<file path="src/rtl/display_scan_controller.sv">
// Scans DIGITS common-enable digits through one shared hex decoder, with a
// frame-synchronous shadow->active value commit and a blanking window per slot.
module display_scan_controller #(
  parameter int DIGITS       = 4,
  parameter int REFRESH_DIV  = 50000,
  parameter int BLANK_CYCLES = 16
) (
  input  logic                  Clock,
  input  logic                  Reset,
  input  logic                  LoadValid,
  output logic                  LoadReady,
  input  logic [4*DIGITS-1:0]   LoadData,
  input  logic [DIGITS-1:0]     BlankMask,
  output logic [3:0]            DecoderIn,
  input  logic [6:0]            DecoderSeg,
  output logic [6:0]            Segments,
  output logic [DIGITS-1:0]     DigitEnable,
  output logic                  FrameStart
);

  localparam int CW = $clog2(REFRESH_DIV);
  localparam int DW = $clog2(DIGITS);
  localparam logic [CW-1:0] LAST_COUNT = CW'(REFRESH_DIV - 1);
  localparam logic [CW-1:0] BLANK_END  = CW'((BLANK_CYCLES > 0) ? BLANK_CYCLES - 1 : 0);
  localparam logic [DW-1:0] LAST_DIGIT = DW'(DIGITS - 1);
  localparam logic [DIGITS-1:0] ONE_HOT0 = {{(DIGITS-1){1'b0}}, 1'b1};

  typedef enum logic {
    PH_BLANK = 1'b0,
    PH_DRIVE = 1'b1
  } phase_e;

  // With no blanking window the scan never leaves DRIVE, including out of reset.
  localparam phase_e PHASE_INIT = (BLANK_CYCLES == 0) ? PH_DRIVE : PH_BLANK;

  logic [CW-1:0]       count_q, count_d;
  logic [DW-1:0]       digit_q, digit_d;
  phase_e              phase_q, phase_d;
  logic [4*DIGITS-1:0] active_q, active_d;
  logic [4*DIGITS-1:0] shadow_q, shadow_d;
  logic                pending_q, pending_d;
  logic [6:0]          seg_q, seg_d;
  logic [DIGITS-1:0]   en_q, en_d;

  logic slot_end_s;
  logic frame_end_s;
  logic accept_s;
  logic lit_s;

  assign LoadReady   = ~pending_q & ~Reset;
  assign FrameStart  = ~Reset & (digit_q == {DW{1'b0}}) & (count_q == {CW{1'b0}});
  assign DecoderIn   = active_q[{digit_q, 2'b00} +: 4];
  assign Segments    = seg_q;
  assign DigitEnable = en_q;

  // Next-state: slot/digit scan, phase, load handshake, frame commit, pin drive.
  always_comb begin
    slot_end_s  = (count_q == LAST_COUNT);
    frame_end_s = slot_end_s & (digit_q == LAST_DIGIT);
    accept_s    = LoadValid & LoadReady;

    count_d = slot_end_s ? {CW{1'b0}} : count_q + {{(CW-1){1'b0}}, 1'b1};

    if (!slot_end_s) begin
      digit_d = digit_q;
    end else if (digit_q == LAST_DIGIT) begin
      digit_d = {DW{1'b0}};
    end else begin
      digit_d = digit_q + {{(DW-1){1'b0}}, 1'b1};
    end

    if (BLANK_CYCLES == 0) begin
      phase_d = PH_DRIVE;
    end else if (slot_end_s) begin
      phase_d = PH_BLANK;
    end else if (count_q == BLANK_END) begin
      phase_d = PH_DRIVE;
    end else begin
      phase_d = phase_q;
    end

    // Accept needs Pending=0 and commit needs Pending=1, so they never collide.
    active_d  = active_q;
    shadow_d  = shadow_q;
    pending_d = pending_q;
    if (frame_end_s && pending_q) begin
      active_d  = shadow_q;
      pending_d = 1'b0;
    end else if (accept_s) begin
      shadow_d  = LoadData;
      pending_d = 1'b1;
    end else begin
      pending_d = pending_q;
    end

    lit_s = (phase_q == PH_DRIVE) & ~BlankMask[digit_q];
    if (lit_s) begin
      en_d  = ONE_HOT0 << digit_q;
      seg_d = DecoderSeg;
    end else begin
      en_d  = {DIGITS{1'b0}};
      seg_d = 7'b000_0000;
    end
  end

  // State and registered pin drive, with synchronous reset.
  always_ff @(posedge Clock) begin
    if (Reset) begin
      count_q   <= {CW{1'b0}};
      digit_q   <= {DW{1'b0}};
      phase_q   <= PHASE_INIT;
      active_q  <= {(4*DIGITS){1'b0}};
      shadow_q  <= {(4*DIGITS){1'b0}};
      pending_q <= 1'b0;
      seg_q     <= 7'b000_0000;
      en_q      <= {DIGITS{1'b0}};
    end else begin
      count_q   <= count_d;
      digit_q   <= digit_d;
      phase_q   <= phase_d;
      active_q  <= active_d;
      shadow_q  <= shadow_d;
      pending_q <= pending_d;
      seg_q     <= seg_d;
      en_q      <= en_d;
    end
  end

endmodule

</file>
<file path="config.mk">
export PLATFORM = sky130hd
export DESIGN_NAME = display_scan_controller
export DESIGN_NICKNAME = d
export VERILOG_FILES = /design/src/rtl/display_scan_controller.sv
export SDC_FILE = /design/constraint.sdc
export NUM_CORES = 1
export LEC_CHECK = 0
export CAP_MARGIN = 10
export CORE_ASPECT_RATIO = 1.25
export CORE_MARGIN = 2
export CORE_UTILIZATION = 46
export DETAILED_ROUTE_END_ITERATION = 6
export PLACE_DENSITY = 0.74
export SETUP_SLACK_MARGIN = 0.2
export SLEW_MARGIN = 5
export SYNTH_ARGS = -nofsm -noshare
export SYNTH_HDL_FRONTEND = slang
export SYNTH_SLANG_ARGS = --single-unit
</file>
<file path="constraint.sdc">
create_clock -name Clock -period 2.2 [get_ports Clock]
set_clock_uncertainty 0.2 [all_clocks]
set_input_delay 0.33 -clock Clock [delete_from_list [all_inputs] [get_ports Clock]]
set_output_delay 0.33 -clock Clock [all_outputs]
set_load 0.03 [all_outputs]
</file>
==> out/qor.yml, run 1 <==
outcome: "complete, but fails checks"
failed_checks: "negative setup slack"
vias: 1974
dp_hpwl_mm: 3.51
power.switching_w: 0.000494
yosysWarnings: 0
crit_fanout: 2
synth-main-ff-cell: "dfxtp_1"
drive_above_1_share_pct: 18.0
p_leak_nw: 1.29
port_buffers: 46
design_area_sq_mm: 0.00343
dieArea_sq_mm: 0.00618
swShare_pct: 22.3
initial_core_util_pct: 47.4
nNetsFinal: 362
clk_latency_ps: 330
start_kind: "flop"
irDropWorstVdd_mv: 0.452
finalWeightedCongestion: 0.765
drt_iter0_drc: 79
end_kind: "primary output"
wirelength_mm: 5.10
multiInputGateArea_sq_mm: 0.00128
synth_top_family_by_area: "simple AND/OR/NAND/NOR gates"
h-tree-depth: 3
p_int_w: 0.00172
setup_viol_count_final: 1
synthAdderAreaFrac_pct: 1.95
finalHoldViolations: 0
max_cap_violations: 0
rows: 30
power_density_mw_per_mm2: 643
drc_errors: 0
ys_top_cells_by_area: "dfxtp_1, nand2b_1, mux2i_1, xnor2_1, nor2_1"
cts.sinks: 63
placed_area_sq_mm: 0.00319
dp_slack_ps: -18.5
viasPerCell: 4.97
grt_pass1_vias: 1912
cts_hold_buf: 0
seq_area_sq_mm: 0.00127
die_h_um: 87.4
ys_ff_latch: 63
path_class: "flop to primary output"
overflow: 0
synth_cell_types: 32
die_x_um: 70.7
power_frac_seq_pct: 53.4
synth_xor_area_share_pct: 4.79
critPathArrivalTime_ps: 1850
power_w: 0.00221
synthMuxAreaShare_pct: 10.6
synth-compound-area-share_pct: 5.03
synth_top_area_share_pct: 49.2
ant_nets: 0
core_sq_mm: 0.00541
timing.fmax_mhz: 421
grt_pass1_wl_mm: 8.58
clkTransAtPathRegs_ps: 60
finalMaxSlewViolations: 0
period_share_pct: 108
hp-class: "flop to flop"
period_minus_slack_ps: 2380
grt_max_degree: 36
post_drt_wl_per_cell_um: 12.9
antenna_found_initial: 0
numCtsBuffers: 9
synth_edf_count: 0
worstMarginPinSlew_ps: 356
slew-limit-headroom_pct: 76.2
num_antenna_cells: 0
combinationalPowerShare_pct: 6.5
async_flop_share_pct: 0
cts_tree: "yes"
track_usage_pct: 18.0
yosysMostFrequentCell: "dfxtp_1"
n_fill_cell: 471
ys_seq_area_share_pct: 49.2
syn-num-nets: 303
ios: 47
clockPowerShare_pct: 40.1
drt_pre_antenna_iters: 4
syn-cell-area_sq_mm: 0.00256
yosys.area.top_type: "dfxtp_1"
synth_simple_gate_area_share_pct: 24.8
cts-root-buf: "clkbuf_8"
area_growth_pct: 34.0
netlist_instances: 269
worstPathRequired_ps: 1670
fin_ws_ps: -177
avgSynthCellArea_sq_um: 9.52
rsz0062_at_grt: "yes"
clockBufferDepth: 2
synth_commonest_cells: "dfxtp_1, nand2b_1, nor2_1, nand2_1, o21ai_0"
## layer usage
layer	GRT usage, %	wire length, um	up-vias
met4	8.75	102	0
met1	20.6	2180	912
met2	30.7	2620	34
met5	0	0	-
li1	-	-	1022
met3	5.09	197	6
## placed cells by master (no fill, tap or decap), types with 2 or more instances in the layout
cell	n
a21oi_1	2
and2_1	8
and3_1	2
buf_4	16
buf_6	5
clkbuf_8	11
clkdlybuf4s50_1	40
clkinv_2	4
dfxtp_1	57
dfxtp_2	5
ha_1	3
inv_1	8
mux2i_1	17
mux4_2	4
nand2_1	21
nand2b_1	33
nand3_1	6
nand4_1	3
nor2_1	26
nor3_1	5
nor4_1	4
o21ai_0	18
or3_4	2
or4_4	3
xnor2_1	13
## worst max-delay path, stage by stage, from the launching register on
cell	delay (ps)
dfxtp_2	320
or4_4	540
nor4_4	300
and3_4	230
buf_6	120
## cell families (layout without fill, tap and decap cells)
family / after synthesis / after routing
DFF: 63 / 63
buffers and inverters: 22 / 86
xor gates and xnor gates: 14 / 14
AOI/OAI and AO/OA: 24 / 24
adders and majority gates: 4 / 4
muxes: 22 / 22
and+or+nand+nor: 120 / 120
## layout make-up
class | count | area share (%)
Clock buffer | 12 | 4.52
Tap cell | 64 | 2.33
Sequential cell | 63 | 37.0
Inverter | 8 | 0.875
Timing Repair Buffer | 62 | 17.4
Multi-Input combinational cell | 184 | 37.3
Clock inverter | 4 | 0.583
## sequential cells by signal (all words and copies together), names as in the netlist
name	cells
DigitEnable	4
Segments	7
active_q	16
count_q	16
digit_q	2
pending_q	1
phase_q	1
shadow_q	16
## final timing paths
kind                           from                       end  slack, ps  cells past startpoint
max           count_q[6]$_SDFF_PP0_                FrameStart       -180                      4
min           count_q[0]$_SDFF_PP0_     count_q[0]$_SDFF_PP0_        280                      1
max reg2reg  count_q[10]$_SDFF_PP0_  active_q[5]$_SDFFE_PP0P_        110                      4
min reg2reg   count_q[0]$_SDFF_PP0_     count_q[0]$_SDFF_PP0_        280                      1
## timing repair
item | CTS | global route
setup endpoints to repair | 22 | 22
buffers inserted | 0 | 1
pin swaps | 5 | 2
cloned | 1 | 0
resized for setup | 34 | 12
## power by group through the flow
stage	logic, W	registers, W	clock network [W]
floorplan	0.0000688	0.00120	0
global placement	0.000139	0.00121	0
detailed placement	0.000141	0.00121	0
CTS	0.000145	0.00118	0.000908
global route	0.000160	0.00118	0.000953
finish	0.000143	0.00118	0.000886
## metrics by stage
stage	setup TNS, ps	utilization, %	hold slack [ps]	std cells
3_5_place_dp	-18.5	59.0	262	379
6_report	-177	63.5	276	397
5_1_grt	-265	63.5	296	397
3_3_place_gp	0	59.0	259	379
2_1_floorplan	0	-	239	269
4_1_cts	-204	63.0	276	396
(Power assumes the default switching activity.)
==> run 2: changes to the inputs <==
--- a/config.mk
+++ b/config.mk
@@ -8,9 +8,10 @@
 export CAP_MARGIN = 10
 export CORE_ASPECT_RATIO = 1.25
 export CORE_MARGIN = 2
-export CORE_UTILIZATION = 46
+export CORE_UTILIZATION = 48
+export CTS_BUF_LIST = sky130_fd_sc_hd__clkbuf_8
 export DETAILED_ROUTE_END_ITERATION = 6
-export PLACE_DENSITY = 0.74
+export PLACE_DENSITY = 0.77
 export SETUP_SLACK_MARGIN = 0.2
 export SLEW_MARGIN = 5
 export SYNTH_ARGS = -nofsm -noshare
==> out/qor.yml, run 2 (same netlist as run 1, synthesis figures left out) <==
worstMarginPinSlew_ps: 345  # -11.0 ps
setup_viol_count_final: 1  # unchanged
max_cap_violations: 0  # unchanged
port_buffers: 46  # unchanged
failed_checks: "negative setup slack"
ant_nets: 0  # unchanged
outcome: "complete, but fails checks"
irDropWorstVdd_mv: 0.386  # -15%
num_antenna_cells: 0  # unchanged
initial_core_util_pct: 50.1  # +2.7 points
crit_buf_inv: 1  # unchanged
vias: 1996  # +1.1%
cp_top_family: "simple AND/OR/NAND/NOR gates"
layout_commonest_cell: "dfxtp_1"
period_minus_slack_ps: 2390  # +16.2 ps
grt_pass1_vias: 2030  # +6.2%
overflow: 0  # unchanged
hp-class: "flop to flop"
die_x_um: 69.3  # -2.0%
slew-limit-headroom_pct: 76.8  # +0.60 points
timing.fmax_mhz: 418  # -0.68%
path_cells: "or4_4, nor4_4, and3_4, buf_6"
clockBufferDepth: 2  # unchanged
power_density_mw_per_mm2: 693  # +7.7%
h-tree-depth: 3  # unchanged
nNetsFinal: 363  # +0.28%
finalWeightedCongestion: 0.816  # +6.6%
end_kind: "primary output"
placed_area_sq_mm: 0.00317  # -0.55%
rrSetupSlack_ps: 20  # -90 ps
cts.sinks: 63  # unchanged
p_leak_nw: 1.31  # +2.2%
clkTransAtPathRegs_ps: 70  # about the same
ios: 47  # unchanged
layout_common_cells: "dfxtp_1, clkdlybuf4s50_1, nand2b_1"
path_class: "flop to primary output"
crit_fanout: 2  # unchanged
finalHoldViolations: 0  # unchanged
core_sq_mm: 0.00512  # -5.3%
drive_above_1_share_pct: 18.9  # +0.84 points
design_area_sq_mm: 0.00349  # +1.6%
clk_latency_ps: 330  # about the same
cts_tree: "yes"
rows: 29  # -3.3%
rsz0062_at_grt: "yes"
period_share_pct: 109  # +0.74 points
track_usage_pct: 18.5  # +0.51 points
grt_pass1_wl_mm: 8.71  # +1.5%
slowest_delay_ps: 550  # about the same
drt_iter0_drc: 107  # +35%
drc_errors: 0  # unchanged
grt_max_degree: 36  # unchanged
critPathArrivalTime_ps: 1860  # about the same
area_growth_pct: 36.2
fin_ws_ps: -194  # -16.2 ps
dp_hpwl_mm: 3.45  # -1.6%
dieArea_sq_mm: 0.00594  # -4.0%
utilization_pct: 68.2  # +4.6 points
die_h_um: 85.7  # -2.0%
cts-root-buf: "clkbuf_8"
worstPathRequired_ps: 1670  # about the same
wirelength_mm: 5.26  # +3.0%
antenna_found_initial: 0  # unchanged
post_drt_wl_per_cell_um: 13.3  # +3.2%
drt_pre_antenna_iters: 4  # unchanged
reg_top3: "active_q x16, count_q x16, shadow_q x16"
critPathSlowestCell: "or4_4"
numCtsBuffers: 9  # unchanged
finalMaxSlewViolations: 0  # unchanged
start_kind: "flop"
viasPerCell: 5.04  # +1.4%
==> run 2: layout make-up <==
type / count / area, sq um
Inverter: 8 / 30.0
Timing Repair Buffer: 63 / 601
Tap cell: 62 / 77.6
Multi-Input combinational cell: 184 / 1290
Sequential cell: 63 / 1270
Fill cell: 415 / 1630
Clock inverter: 6 / 83.8
Clock buffer: 10 / 138
==> run 2: worst paths after layout <==
| kind | startpoint | endpoint | depth (start not counted) |
|---|---|---|---|
| worst max-delay path | count_q[6]$_SDFF_PP0_ | FrameStart | 4 |
| worst min-delay path | count_q[0]$_SDFF_PP0_ | count_q[0]$_SDFF_PP0_ | 1 |
| worst max register to register | count_q[10]$_SDFF_PP0_ | active_q[3]$_SDFFE_PP0P_ | 5 |
| worst min register to register | count_q[0]$_SDFF_PP0_ | count_q[0]$_SDFF_PP0_ | 1 |
==> run 2: repair_timing <==
| item | 4_1_cts | 5_1_grt |
|---|---|---|
| pin swaps | 5 | 1 |
| buffers inserted | 3 | 1 |
| gates resized for setup | 35 | 7 |
| hold buffers | 0 | 0 |
| endpoints found under the setup margin | 18 | 20 |
| cloned | 1 | 0 |
==> run 2: routing by layer <==
metal  GRT usage [%]  part of all wire (%)  routed length (um)
met5               0                     0                   0
met4            10.2                   2.0                 104
met3            3.88                   3.6                 190
met2            32.3                    52                2720
met1            21.0                    43                2240
==> run 2: per-stage QoR <==
stage / TNS, ps / hold WS [ps] / setup slack (ps) / std cells / power, W
finish: -194 / 268 / -194 / 396 / 0.00242
global route: -353 / 300 / -225 / 396 / 0.00250
CTS: -178 / 276 / -178 / 395 / 0.00243
detailed placement: 0 / 266 / 1.72 / 375 / 0.00135
global placement: 0 / 256 / 12.9 / 375 / 0.00134
floorplan: 0 / 239 / 187 / 269 / 0.00127
==> run 2: where the power goes <==
group	switching (W)	total [W]	internal (W)	leakage [nW]
clock network	0.000425	0.00109	0.000664	0.116
registers	0.0000139	0.00118	0.00117	0.514
logic	0.0000577	0.000146	0.0000883	0.685
==> run 3: changes to the inputs <==
--- a/config.mk
+++ b/config.mk
@@ -7,7 +7,6 @@
 export LEC_CHECK = 0
 export CAP_MARGIN = 10
 export CORE_ASPECT_RATIO = 1.25
-export CORE_MARGIN = 2
 export CORE_UTILIZATION = 48
 export CTS_BUF_LIST = sky130_fd_sc_hd__clkbuf_8
 export DETAILED_ROUTE_END_ITERATION = 6
==> out/qor.yml, run 3 (same netlist as run 1, synthesis figures left out) <==
rsz0062_at_grt: "yes"
area_growth_pct: 38.5
dp_slack_ps: -4.35  # -6.07 ps
n_fill_cell: 403  # -2.9%
path_class: "flop to primary output"
stdcell_count: 398  # +0.51%
power_w: 0.00254  # +5.1%
overflow: 0  # unchanged
num_antenna_cells: 0  # unchanged
cts_hold_buf: 0  # unchanged
worstMarginPinSlew_ps: 352  # +6.88 ps
slew-limit-headroom_pct: 76.3  # -0.46 points
initial_core_util_pct: 50.1  # unchanged
worstPathRequired_ps: 1670  # about the same
port_buffers: 46  # unchanged
hp-class: "flop to flop"
power_density_mw_per_mm2: 716  # +3.3%
rows: 29  # unchanged
period_share_pct: 108  # -0.32 points
clk_latency_ps: 330  # about the same
vias: 2006  # +0.50%
p_leak_nw: 1.33  # +0.89%
finalMaxSlewViolations: 0  # unchanged
layout_commonest_cell: "dfxtp_1"
nNetsFinal: 365  # +0.55%
crit_fanout: 2  # unchanged
critPathArrivalTime_ps: 1860  # about the same
irDropWorstVdd_mv: 0.476  # +23%
numCtsBuffers: 9  # unchanged
die_x_um: 67.3  # -2.9%
outcome: "complete, but fails checks"
finalWeightedCongestion: 0.828  # +1.4%
period_minus_slack_ps: 2390  # -6.94 ps
viasPerCell: 5.04  # about the same
reg_top3: "active_q x16, count_q x16, shadow_q x16"
grt_max_degree: 36  # unchanged
multiInputGateArea_sq_mm: 0.00128  # -0.29%
drt_pre_antenna_iters: 4  # unchanged
cts_tree: "yes"
setup_viol_count_final: 1  # unchanged
core_sq_mm: 0.00512  # unchanged
start_kind: "flop"
grt_pass1_vias: 1904  # -6.2%
ios: 47  # unchanged
max_cap_violations: 0  # unchanged
grt_pass1_wl_mm: 8.86  # +1.7%
die_h_um: 83.7  # -2.3%
post_drt_wl_per_cell_um: 13.4  # +0.61%
clockBufferDepth: 2  # unchanged
wirelength_mm: 5.31  # +1.1%
dieArea_sq_mm: 0.00563  # -5.2%
layout_common_cells: "dfxtp_1, clkdlybuf4s50_1, nand2b_1"
cts-root-buf: "clkbuf_8"
h-tree-depth: 3  # unchanged
dp_cells: 375  # unchanged
timing.fmax_mhz: 419  # +0.29%
clkTransAtPathRegs_ps: 70  # about the same
cts.sinks: 63  # unchanged
fin_ws_ps: -187  # +6.95 ps
antenna_found_initial: 0  # unchanged
drc_errors: 0  # unchanged
failed_checks: "negative setup slack"
dp_hpwl_mm: 3.35  # -2.9%
end_kind: "primary output"
drive_above_1_share_pct: 19.9  # +1.1 points
track_usage_pct: 21.1  # +2.7 points
ant_nets: 0  # unchanged
finalHoldViolations: 0  # unchanged
holdWs_ps: 270  # +2.23 ps
drt_iter0_drc: 95  # -11%
seq_area_sq_mm: 0.00127  # +0.30%
run 3: changes by cell type in the layout (fill, tap and decap cells not counted), moves of 3 or more:
cell,previous run,this run
buf_2,3,0
dfxtp_2,4,7
dfxtp_1,58,55
buf_6,4,10
run 3: worst paths after layout:
check | from | endpoint | slack [ps] | depth (start not counted)
setup / recovery | count_q[6]$_SDFF_PP0_ | FrameStart | -190 | 4
hold / removal | active_q[8]$_SDFFE_PP0P_ | active_q[8]$_SDFFE_PP0P_ | 270 | 2
setup reg to reg | count_q[10]$_SDFF_PP0_ | active_q[4]$_SDFFE_PP0P_ | 70 | 4
hold reg to reg | active_q[8]$_SDFFE_PP0P_ | active_q[8]$_SDFFE_PP0P_ | 270 | 2
run 3: layout make-up:
cell class | count | share of cell area (%)
multi-input combinational | 184 | 36.2
sequential | 63 | 35.9
timing repair buffer | 65 | 18.0
clock buffer | 10 | 3.88
clock inverter | 6 | 3.03
tap | 62 | 2.19
inverter | 8 | 0.846
run 3: power breakdown:
| part | internal, W | switching (W) |
|---|---|---|
| sequential | 0.00117 | 0.0000146 |
| clock | 0.000779 | 0.000435 |
| combinational | 0.0000865 | 0.0000577 |
| total | 0.00203 | 0.000508 |
run 3: stage by stage:
step                      utilization, %  instance area [sq um]  TNS [ps]
after floorplan                        -                   2590         0
final                               69.4                   3550      -187
after CTS                           67.9                   3470      -181
after detailed placement            62.0                   3170     -4.35
after global routing                69.4                   3550      -240
after global placement              62.0                   3170         0
run 3: metal layers:
layer / global-route usage [%] / wire length (um)
met5: 0 / 0
met4: 9.28 / 57
met3: 6.28 / 232
met2: 33.4 / 2730
met1: 25.9 / 2300
run 3: repair_timing:
item	4_1_cts	5_1_grt
setup buffers	3	3
gates resized for setup	33	21
gates cloned	1	0
pin swaps	3	2
setup endpoints to repair	22	21
run 3: critical path, stage by stage, from the launching register on:
cell,delay [ps]
dfxtp_1,310
or4_4,550
nor4_4,310
and3_4,230
buf_6,120
